### src/rtl/mux_byte_sequencer.sv
// rtl/mux_byte_sequencer.sv - byte sequencer driving an external 8:1 mux and serializing its output
// Accepts a byte, walks the mux select through all eight positions and registers each sampled bit.
module mux_byte_sequencer #(
  parameter int DIV       = 1,
  parameter bit MSB_FIRST = 1'b0
) (
  input  logic       clk,
  input  logic       rst,
  input  logic       in_valid,
  output logic       in_ready,
  input  logic [7:0] in_data,
  output logic [7:0] mux_d,
  output logic [2:0] mux_s,
  input  logic       mux_y,
  output logic       ser_out,
  output logic       ser_valid,
  output logic       busy,
  output logic       done
);

  localparam int CW = (DIV > 1) ? $clog2(DIV) : 1;
  localparam logic [CW-1:0] DIV_LAST = CW'(DIV - 1);
  localparam logic [2:0] S_FIRST = MSB_FIRST ? 3'd7 : 3'd0;

  typedef enum logic {IDLE, SHIFT} state_t;

  state_t        state_q, state_d;
  logic [7:0]    mux_d_q, mux_d_d;
  logic [2:0]    mux_s_q, mux_s_d;
  logic [CW-1:0] div_cnt_q, div_cnt_d;
  logic [2:0]    bit_cnt_q, bit_cnt_d;
  logic          ser_out_q, ser_out_d;
  logic          ser_valid_q, ser_valid_d;
  logic          done_q, done_d;

  always_ff @(posedge clk) begin
    if (rst) begin
      state_q     <= IDLE;
      mux_d_q     <= 8'h00;
      mux_s_q     <= 3'd0;
      div_cnt_q   <= '0;
      bit_cnt_q   <= 3'd0;
      ser_out_q   <= 1'b0;
      ser_valid_q <= 1'b0;
      done_q      <= 1'b0;
    end else begin
      state_q     <= state_d;
      mux_d_q     <= mux_d_d;
      mux_s_q     <= mux_s_d;
      div_cnt_q   <= div_cnt_d;
      bit_cnt_q   <= bit_cnt_d;
      ser_out_q   <= ser_out_d;
      ser_valid_q <= ser_valid_d;
      done_q      <= done_d;
    end
  end

  always_comb begin
    state_d     = state_q;
    mux_d_d     = mux_d_q;
    mux_s_d     = mux_s_q;
    div_cnt_d   = div_cnt_q;
    bit_cnt_d   = bit_cnt_q;
    ser_out_d   = ser_out_q;
    ser_valid_d = 1'b0;
    done_d      = 1'b0;
    case (state_q)
      IDLE: begin
        if (in_valid && in_ready) begin
          mux_d_d   = in_data;
          mux_s_d   = S_FIRST;
          div_cnt_d = '0;
          bit_cnt_d = 3'd0;
          state_d   = SHIFT;
        end
      end
      SHIFT: begin
        // mux_y settles from the registered mux_d/mux_s within the cycle before sampling
        if (div_cnt_q == DIV_LAST) begin
          ser_out_d   = mux_y;
          ser_valid_d = 1'b1;
          div_cnt_d   = '0;
          if (bit_cnt_q == 3'd7) begin
            done_d  = 1'b1;
            state_d = IDLE;
          end else begin
            bit_cnt_d = bit_cnt_q + 3'd1;
            mux_s_d   = MSB_FIRST ? (mux_s_q - 3'd1) : (mux_s_q + 3'd1);
          end
        end else begin
          div_cnt_d = div_cnt_q + CW'(1);
        end
      end
      default: state_d = IDLE;
    endcase
  end

  assign in_ready  = (state_q == IDLE) && !rst;
  assign busy      = (state_q == SHIFT);
  assign mux_d     = mux_d_q;
  assign mux_s     = mux_s_q;
  assign ser_out   = ser_out_q;
  assign ser_valid = ser_valid_q;
  assign done      = done_q;

endmodule

### config.mk
export PLATFORM = sky130hd
export DESIGN_NAME = mux_byte_sequencer
export DESIGN_NICKNAME = d
export VERILOG_FILES = /design/src/rtl/mux_byte_sequencer.sv
export SDC_FILE = /design/constraint.sdc
export NUM_CORES = 1
export LEC_CHECK = 0
export ABC_AREA = 1
export CAP_MARGIN = 20
export CORE_MARGIN = 4
export CORE_UTILIZATION = 41
export CTS_BUF_LIST = sky130_fd_sc_hd__clkbuf_4 sky130_fd_sc_hd__clkbuf_8 sky130_fd_sc_hd__clkbuf_16
export DETAILED_ROUTE_END_ITERATION = 12
export HOLD_SLACK_MARGIN = 0.08
export PLACE_DENSITY = 0.76
export SETUP_SLACK_MARGIN = 0.15
export SYNTH_ARGS = -nofsm -noshare
export SYNTH_HDL_FRONTEND = slang
export SYNTH_SLANG_ARGS = --single-unit
### constraint.sdc
create_clock -name clk -period 1.5 [get_ports clk]
set_input_delay 0.3 -clock clk [delete_from_list [all_inputs] [get_ports clk]]
set_output_delay 0.3 -clock clk [all_outputs]
set_load 0.01 [all_outputs]
==> metrics.md, run 1 <==
| Metric | Value |
|---|---|
| Total of warnings raised by yosys | 0 |
| Utilization after layout | 0.6754 |
| Wirelength, routed | 1.497 mm |
| Total global routing overflow | 0 |
| Routed via count divided by cell count | 4.756 |
| Initial core utilization | 0.4548 |
| Placed inst area | approximately 1100 um2 |
| # rows | 14 |
| Largest net degree at the start of global routing | 10 |
| Final cell count without fillers | roughly 140 |
| Data arrival time of the critical path | roughly 1 ns |
| Port Buffer Count | 27 |
| P_leak | ~0.56 nW |
| Global Route Usage Sum | 0.1380 |
| First-pass GRT wire length | 2.656 mm |
| Hold_ws | approximately 0.46 ns |
| Worst stage delay on the critical path | ~0.47 ns |
| Vert. Die Dim | 49.82 um |
| Number of design rule violations left after detail routing | 0 |
| Clock period minus worst slack | about 1.3 ns |
| Clock edge transition at the registers on the reported setup and hold paths | roughly 0.090 ns |
| Layout fillers | 135 |
| Worst Setup Start Kind | primary input |
| Antenna diode count | 0 |
| Die footprint | ~2500 um2 |
| Slowest stage cell, crit path | sky130_fd_sc_hd__clkdlybuf4s50_1 |
| Register bit total from synthesis | 18 |
| Hold Vio Cnt, Final | 0 |
| Ordered list of cells on the worst path | clkdlybuf4s50_1 -> nor2_4 -> clkbuf_2 |
| Path class of the lowest-slack min-delay path | flop to flop |
| H-tree Lvls | 1 |
| Post-synthesis to final-layout area growth | 48.52% |
| Worst EP required | 1.20 ns |
| Post-route clock skew | ~0.0008 ns |
| Area share of and/or/nand/nor cells after synthesis | 0.3037 |
| Count of boundary I/O pins | 28 |
| Core footprint | 1577 um2 |
| Maximum buffer depth of the clock tree | 2 |
| CTS tree | done |
| Kind of critical path | primary input to output pin |
| Period Utilization, post-route | 0.8869 |
| Finished Cell Area | around 1100 um2 |
| Chip width | around 50 um |
| Cell variety after synth | 17 |
| Via count of the first global-routing pass | ~640 |
| Clock latency on the worst-skew pair | 0.29 ns |
| Master cell of the clock root buffer | sky130_fd_sc_hd__clkbuf_4 |
| Layout Nets | approximately 140 |
| Peak ir drop on the vdd network | between 0.0005 and 0.0006 V |
| CP Max Fanout | 2 |
| Routed length per placed instance | around 11 um |
| Placed wire-length estimate after detailed placement | approximately 1.2 mm |
| Run status | finished, final reports clean |
| RSZ-0062 raised after global routing | true |
| Proportion of synthesized area in mux cells | 0 |
| Number of violations reported at the end of detailed-routing iteration 0 | 12 |
| Xor/xnor share of the synthesized area | 0 |
| CP endpoint kind | output pin |
| Largest family of logic cells by synthesized area | simple AND/OR/NAND/NOR gates |
| Most frequent cells in the layout | sky130_fd_sc_hd__nand2_1 (26), sky130_fd_sc_hd__dfxtp_1 (16), sky130_fd_sc_hd__dlygate4sd2_1 (15), sky130_fd_sc_hd__clkdlybuf4s50_1 (11), sky130_fd_sc_hd__nand3_1 (9) |
| Slew HR | 0.8725 |
| Maximum clock rate | between 700 and 800 MHz |
| Sequential share of the synthesized area | 0.5026 |
| Total Power Consumption | between 0.9 and 1 mW |
| First-pass detailed-route iteration total | 3 |
| Most common cell after layout, fill and taps aside | sky130_fd_sc_hd__nand2_1 |
| Antenna violations before repair | 0 |
| Ratio of total power to cell area | 895.2 nW/um2 |
| Setup violation total in the final timing report | 0 |
| Post-synthesis share of cell area spent on full adders, half adders and majority gates | 0.06981 |
| Pin slew with the least headroom to its limit | around 0.19 ns |
| Average instance area after synthesis | ~8.4 um2 |
| Nets in the synthesized netlist | ~100 |
| Via count | 642 |
| Number of buffers added to fix hold violations after cts | 0 |
| Syn Inst Count | 85 |
| Cell total after placement | about 130 |
| Complex-gate fraction of the synthesized area | 0.05410 |
| Count of pins over their slew limit | 0 |
| Fraction of final layout cells with drive strength greater than 1 | 0.1681 |
| Post-synthesis cell area | approximately 700 um2 |
| Number of clock sinks | 18 |
| Final estimated routing congestion in global placement | 0.7377 |
| Total CTS buffers | 3 |
| Residual antenna-violating net count after detailed routing | 0 |
| Maximum capacitance violations | 0 |
sequential cells by signal, summed over array words and instances, names as in the netlist:
register	count
ser_valid	1
done	1
ser_out	1
mux_d	8
busy	1
bit_cnt_q	3
mux_s	3
final cells by class:
cell class / count / area [um2] / area share
Timing Repair Buffer: 32 / 309.0 / 0.2902
Inverter: 9 / 38.79 / 0.03643
Multi-Input combinational cell: 57 / 311.5 / 0.2926
Tap cell: 16 / 20.02 / 0.01880
Sequential cell: 18 / 362.8 / 0.3408
Clock buffer: 3 / 22.52 / 0.02115
worst max-delay path: cells and delay by family:
kind                   cells  cell delay [ns]
buffers and inverters      2             0.61
AND/OR/NAND/NOR            1             0.12
stage by stage:
| step | setup WS (ns) | TNS, ns |
|---|---|---|
| after global routing | 0.1461 | 0 |
| after detailed placement | -0.2324 | -0.2514 |
| after CTS | 0.02803 | 0 |
| after floorplan | 0.3252 | 0 |
| final | 0.1696 | 0 |
| after global placement | -0.1882 | -0.1882 |
cells in the mapped netlist:
library cell              number  area share
sky130_fd_sc_hd__a21oi_1       5       0.035
sky130_fd_sc_hd__a22o_1        1       0.012
sky130_fd_sc_hd__and3_1        1      0.0087
sky130_fd_sc_hd__buf_6         1       0.016
sky130_fd_sc_hd__dfxtp_1      18        0.50
sky130_fd_sc_hd__ha_1          4       0.070
sky130_fd_sc_hd__inv_1         7       0.037
sky130_fd_sc_hd__inv_2         1      0.0052
sky130_fd_sc_hd__inv_6         1       0.012
sky130_fd_sc_hd__nand2_1      27        0.14
sky130_fd_sc_hd__nand2_2       1      0.0087
sky130_fd_sc_hd__nand2_4       1       0.016
sky130_fd_sc_hd__nand3_1       9       0.063
sky130_fd_sc_hd__nand3_2       1       0.014
sky130_fd_sc_hd__nor2_1        4       0.021
sky130_fd_sc_hd__nor2_4        2       0.031
sky130_fd_sc_hd__o21ai_1       1      0.0070
power by group:
group	leakage (nW)	internal [mW]	switching, mW
Sequential	0.148	0.512	0.0209
Combinational	0.395	0.0985	0.0904
Clock	0.0138	0.0934	0.138
path summary, 6_finish.rpt:
| check | from | to | slack (ns) | cells after the start |
|---|---|---|---|---|
| worst min-delay path | mux_d[0] | mux_d[0] | 0.46 | 2 |
| worst min register to register | mux_d[0] | mux_d[0] | 0.46 | 2 |
| worst max register to register | bit_cnt_q[0] | mux_s[2] | 0.28 | 8 |
| worst max-delay path | rst | in_ready | 0.17 | 3 |
routing by layer:
metal / part of all wire / up-vias / routed length, um / global-route usage
met1: 0.45 / 282 / 674 / 0.1587
met5: 0 / - / 0 / 0
li1: - / 340 / - / -
met2: 0.48 / 15 / 725 / 0.2247
met3: 0.039 / 5 / 58 / 0.03012
met4: 0.025 / 0 / 38 / 0.09677
kinds of logic (layout without fill, tap and decap cells):
| logic type | Yosys count | in the layout |
|---|---|---|
| AOI/OAI and AO/OA | 7 | 7 |
| adders and majority gates | 4 | 4 |
| buffers and inverters | 10 | 44 |
| DFF | 18 | 18 |
| and+or+nand+nor | 46 | 46 |
timing repair:
action	4_1_cts	5_1_grt
setup endpoints to repair	16	5
gates resized for setup	17	5
pin swaps	0	0
cloned	0	0
buffers inserted	0	0
No activity file was read; power rests on OpenSTA's default activity.
==> inputs of run 2 (changes only) <==
--- a/config.mk
+++ b/config.mk
@@ -10,8 +10,8 @@
 export CORE_MARGIN = 4
 export CORE_UTILIZATION = 41
 export CTS_BUF_LIST = sky130_fd_sc_hd__clkbuf_4 sky130_fd_sc_hd__clkbuf_8 sky130_fd_sc_hd__clkbuf_16
+export CTS_CLUSTER_DIAMETER = 150
 export DETAILED_ROUTE_END_ITERATION = 12
-export HOLD_SLACK_MARGIN = 0.08
 export PLACE_DENSITY = 0.76
 export SETUP_SLACK_MARGIN = 0.15
 export SYNTH_ARGS = -nofsm -noshare
==> results of run 2 <==
Final layout, timing and power as in run 1 (identical DEF).
==> inputs of run 3 (changes only) <==
--- a/config.mk
+++ b/config.mk
@@ -8,12 +8,12 @@
 export ABC_AREA = 1
 export CAP_MARGIN = 20
 export CORE_MARGIN = 4
-export CORE_UTILIZATION = 41
+export CORE_UTILIZATION = 25
 export CTS_BUF_LIST = sky130_fd_sc_hd__clkbuf_4 sky130_fd_sc_hd__clkbuf_8 sky130_fd_sc_hd__clkbuf_16
 export CTS_CLUSTER_DIAMETER = 150
 export DETAILED_ROUTE_END_ITERATION = 12
-export PLACE_DENSITY = 0.76
 export SETUP_SLACK_MARGIN = 0.15
+export SKIP_CTS_REPAIR_TIMING = 1
 export SYNTH_ARGS = -nofsm -noshare
 export SYNTH_HDL_FRONTEND = slang
 export SYNTH_SLANG_ARGS = --single-unit
==> run 3 against run 2 <==
Net effect:
- global-route usage decreased by 4.9 points
- sequential share of layout area decreased by 2.5 points
- count of clock-buffer cells in the layout unchanged
- sequential power about the same
- maximum frequency decreased by 0.25%
- worst setup slack got worse by 0.0033 ns
- wire length increased by 3.8%
- highest routed layer unchanged
==> metrics.md, run 3 (synthesis results as in run 1) <==
| Metric | Value |
|---|---|
| Worst Setup Start Kind | primary input (unchanged) |
| Total CTS buffers | 3 (unchanged) |
| Post-route clock skew | 0.0004603 ns (was 0.0008246 ns) |
| Hold Vio Cnt, Final | 0 (unchanged) |
| Worst hold path depth | 2 (unchanged) |
| Most common cell after layout, fill and taps aside | sky130_fd_sc_hd__nand2_1 (unchanged) |
| Via count of the first global-routing pass | 614 (was 635) |
| Antenna diode count | 0 (unchanged) |
| Global Route Usage Sum | 0.08896 (was 0.1380) |
| Slew HR | 0.8756 (was 0.8725) |
| Worst stage delay on the critical path | 0.53 ns (was 0.47 ns) |
| First-pass GRT wire length | 2.477 mm (was 2.656 mm) |
| Antenna violations before repair | 0 (unchanged) |
| Largest net degree at the start of global routing | 10 (unchanged) |
| Layout Nets | 136 (was 137) |
| Clock period minus worst slack | 1.334 ns (was 1.330 ns) |
| CTS tree | done (unchanged) |
| Setup violation total in the final timing report | 0 (unchanged) |
| Maximum buffer depth of the clock tree | 2 (unchanged) |
| RSZ-0062 raised after global routing | true (unchanged) |
| Crit Reg-Reg Startpoint | bit_cnt_q[0] (unchanged) |
| Count of pins over their slew limit | 0 (unchanged) |
| Placed inst area | 1070 um2 (was 1059 um2) |
| FF/Latch Area | 362.8 um2 (unchanged) |
| Internal power component | 0.7169 mW (was 0.7040 mW) |
| P_leak | 0.7523 nW (was 0.5568 nW) |
| Crit Reg-Reg Endpoint | mux_s[2] (unchanged) |
| Die footprint | 3788 um2 (was 2482 um2) |
| Maximum capacitance violations | 0 (unchanged) |
| Routed via count divided by cell count | 4.450 (was 4.756) |
| Comb pwr share | 0.211 (was 0.198) |
| First-pass detailed-route iteration total | 4 (was 3) |
| H-tree Lvls | 1 (unchanged) |
| # rows | 19 (was 14) |
| Number of clock sinks | 18 (unchanged) |
| Number of design rule violations left after detail routing | 0 (unchanged) |
| Ordered list of cells on the worst path | clkdlybuf4s50_1 -> nor2_4 -> dlymetal6s2s_1 (was clkdlybuf4s50_1 -> nor2_4 -> clkbuf_2) |
| Worst EP required | 1.20 ns (about the same) |
| Total Power Consumption | 0.9645 mW (was 0.9532 mW) |
| Total global routing overflow | 0 (unchanged) |
| Sw Share | 0.2568 (was 0.2614) |
| Part of the power in the clock network | 0.237 (was 0.243) |
| Initial core utilization | 0.2600 (was 0.4548) |
| Chip width | 61.55 um (was 49.82 um) |
| Master cell of the clock root buffer | sky130_fd_sc_hd__clkbuf_4 (unchanged) |
| Residual antenna-violating net count after detailed routing | 0 (unchanged) |
| Path class of the lowest-slack min-delay path | flop to flop (unchanged) |
| Worst setup path endpoint | in_ready (unchanged) |
| Routed length per placed instance | 10.43 um (was 11.09 um) |
| CP endpoint kind | output pin (unchanged) |
| Clock edge transition at the registers on the reported setup and hold paths | 0.09 ns (about the same) |
| Via count | 663 (was 642) |
| Final estimated routing congestion in global placement | 0.6821 (was 0.7377) |
| Multi-input gate area in the final layout | 321.6 um2 (was 311.5 um2) |
| Vert. Die Dim | 61.55 um (was 49.82 um) |
| Run status | finished, final reports clean (unchanged) |
| Pin slew with the least headroom to its limit | 0.1862 ns (was 0.1908 ns) |
| Setup slack of the worst register-to-register path | 0.25 ns (was 0.28 ns) |
| Finished Cell Area | 1150 um2 (was 1065 um2) |
| Count of boundary I/O pins | 28 (unchanged) |
| Layout fillers | 283 (was 135) |
| Largest register FFs | 8 (unchanged) |
| Post-synthesis to final-layout area growth | 60.38% (was 48.52%) |
| Wirelength, routed | 1.554 mm (was 1.497 mm) |
| Port Buffer Count | 27 (unchanged) |
| Data arrival time of the critical path | 1.03 ns (about the same) |
| Core footprint | 2758 um2 (was 1577 um2) |
| Worst setup path start | rst (unchanged) |
| CP Max Fanout | 2 (unchanged) |
| Most frequent cells in the layout | sky130_fd_sc_hd__nand2_1 (26), sky130_fd_sc_hd__dfxtp_1 (16), sky130_fd_sc_hd__dlymetal6s2s_1 (16), sky130_fd_sc_hd__clkdlybuf4s50_1 (11), sky130_fd_sc_hd__nand3_1 (9) (was sky130_fd_sc_hd__nand2_1 (26), sky130_fd_sc_hd__dfxtp_1 (16), sky130_fd_sc_hd__dlygate4sd2_1 (15), sky130_fd_sc_hd__clkdlybuf4s50_1 (11), sky130_fd_sc_hd__nand3_1 (9)) |
| Register-to-Register Path Depth | 8 (unchanged) |
| Maximum clock rate | 749.8 MHz (was 751.7 MHz) |
| Slowest stage cell, crit path | sky130_fd_sc_hd__clkdlybuf4s50_1 (unchanged) |
| Placed wire-length estimate after detailed placement | 1.199 mm (was 1.195 mm) |
| Ratio of total power to cell area | 838.8 nW/um2 (was 895.2 nW/um2) |
| Number of violations reported at the end of detailed-routing iteration 0 | 5 (was 12) |
| Period Utilization, post-route | 0.8891 (was 0.8869) |
| Peak ir drop on the vdd network | 0.0003726 V (was 0.0005381 V) |
| Net Sw Power | 0.2476 mW (was 0.2491 mW) |
| Sequential fraction of design power | 0.552 (was 0.559) |
| Fraction of final layout cells with drive strength greater than 1 | 0.1441 (was 0.1681) |
| Kind of critical path | primary input to output pin (unchanged) |
| Clock latency on the worst-skew pair | 0.28 ns (was 0.29 ns) |
run 3: area by class of cell:
cell class / count / area share
Clock buffer: 3 / 0.01959
Multi-Input combinational cell: 57 / 0.2797
Tap cell: 31 / 0.03373
Sequential cell: 18 / 0.3156
Timing Repair Buffer: 31 / 0.3177
Inverter: 9 / 0.03373
run 3: worst min-delay path by stage:
stage,slack [ns],endpoint,from
finish,0.47,mux_d[0],mux_d[0]
global route,0.49,mux_d[0],mux_d[0]
CTS,0.48,mux_d[0],mux_d[0]
detailed placement,0.46,mux_d[1],mux_d[1]
global placement,0.46,mux_d[1],mux_d[1]
floorplan,0.37,busy,rst
run 3: per-layer routing:
layer  GRT usage  part of all wire  vias to the layer above
li1            -                 -                      340
met1      0.1035              0.40                      299
met2      0.1480              0.51                       19
met3     0.01887             0.066                        5
met4     0.05455             0.024                        0
met5           0                 0                        -
run 3: power by group through the flow:
| stage | logic [mW] | registers, mW | clock network (mW) |
|---|---|---|---|
| floorplan | 0.0746 | 0.555 | 0 |
| global placement | 0.204 | 0.543 | 0 |
| detailed placement | 0.208 | 0.545 | 0 |
| CTS | 0.209 | 0.533 | 0.244 |
| global route | 0.227 | 0.539 | 0.265 |
| finish | 0.203 | 0.533 | 0.228 |
run 3: metrics by stage:
stage	utilization	setup TNS (ns)	hold WS (ns)	cells	setup WS, ns
final	0.4170	0	0.4699	149	0.1663
after global routing	0.4170	0	0.4884	149	0.1175
after CTS	0.3961	-0.4160	0.4751	149	-0.2210
after detailed placement	0.3879	-0.2434	0.4605	146	-0.2196
after global placement	0.3879	-0.2124	0.4553	146	-0.2124
after floorplan	-	0	0.3691	85	0.3252
run 3: worst max-delay path: cells and delay by family:
family | cells | cell delay [ns]
buf+inv | 2 | 0.70
simple gates | 1 | 0.04
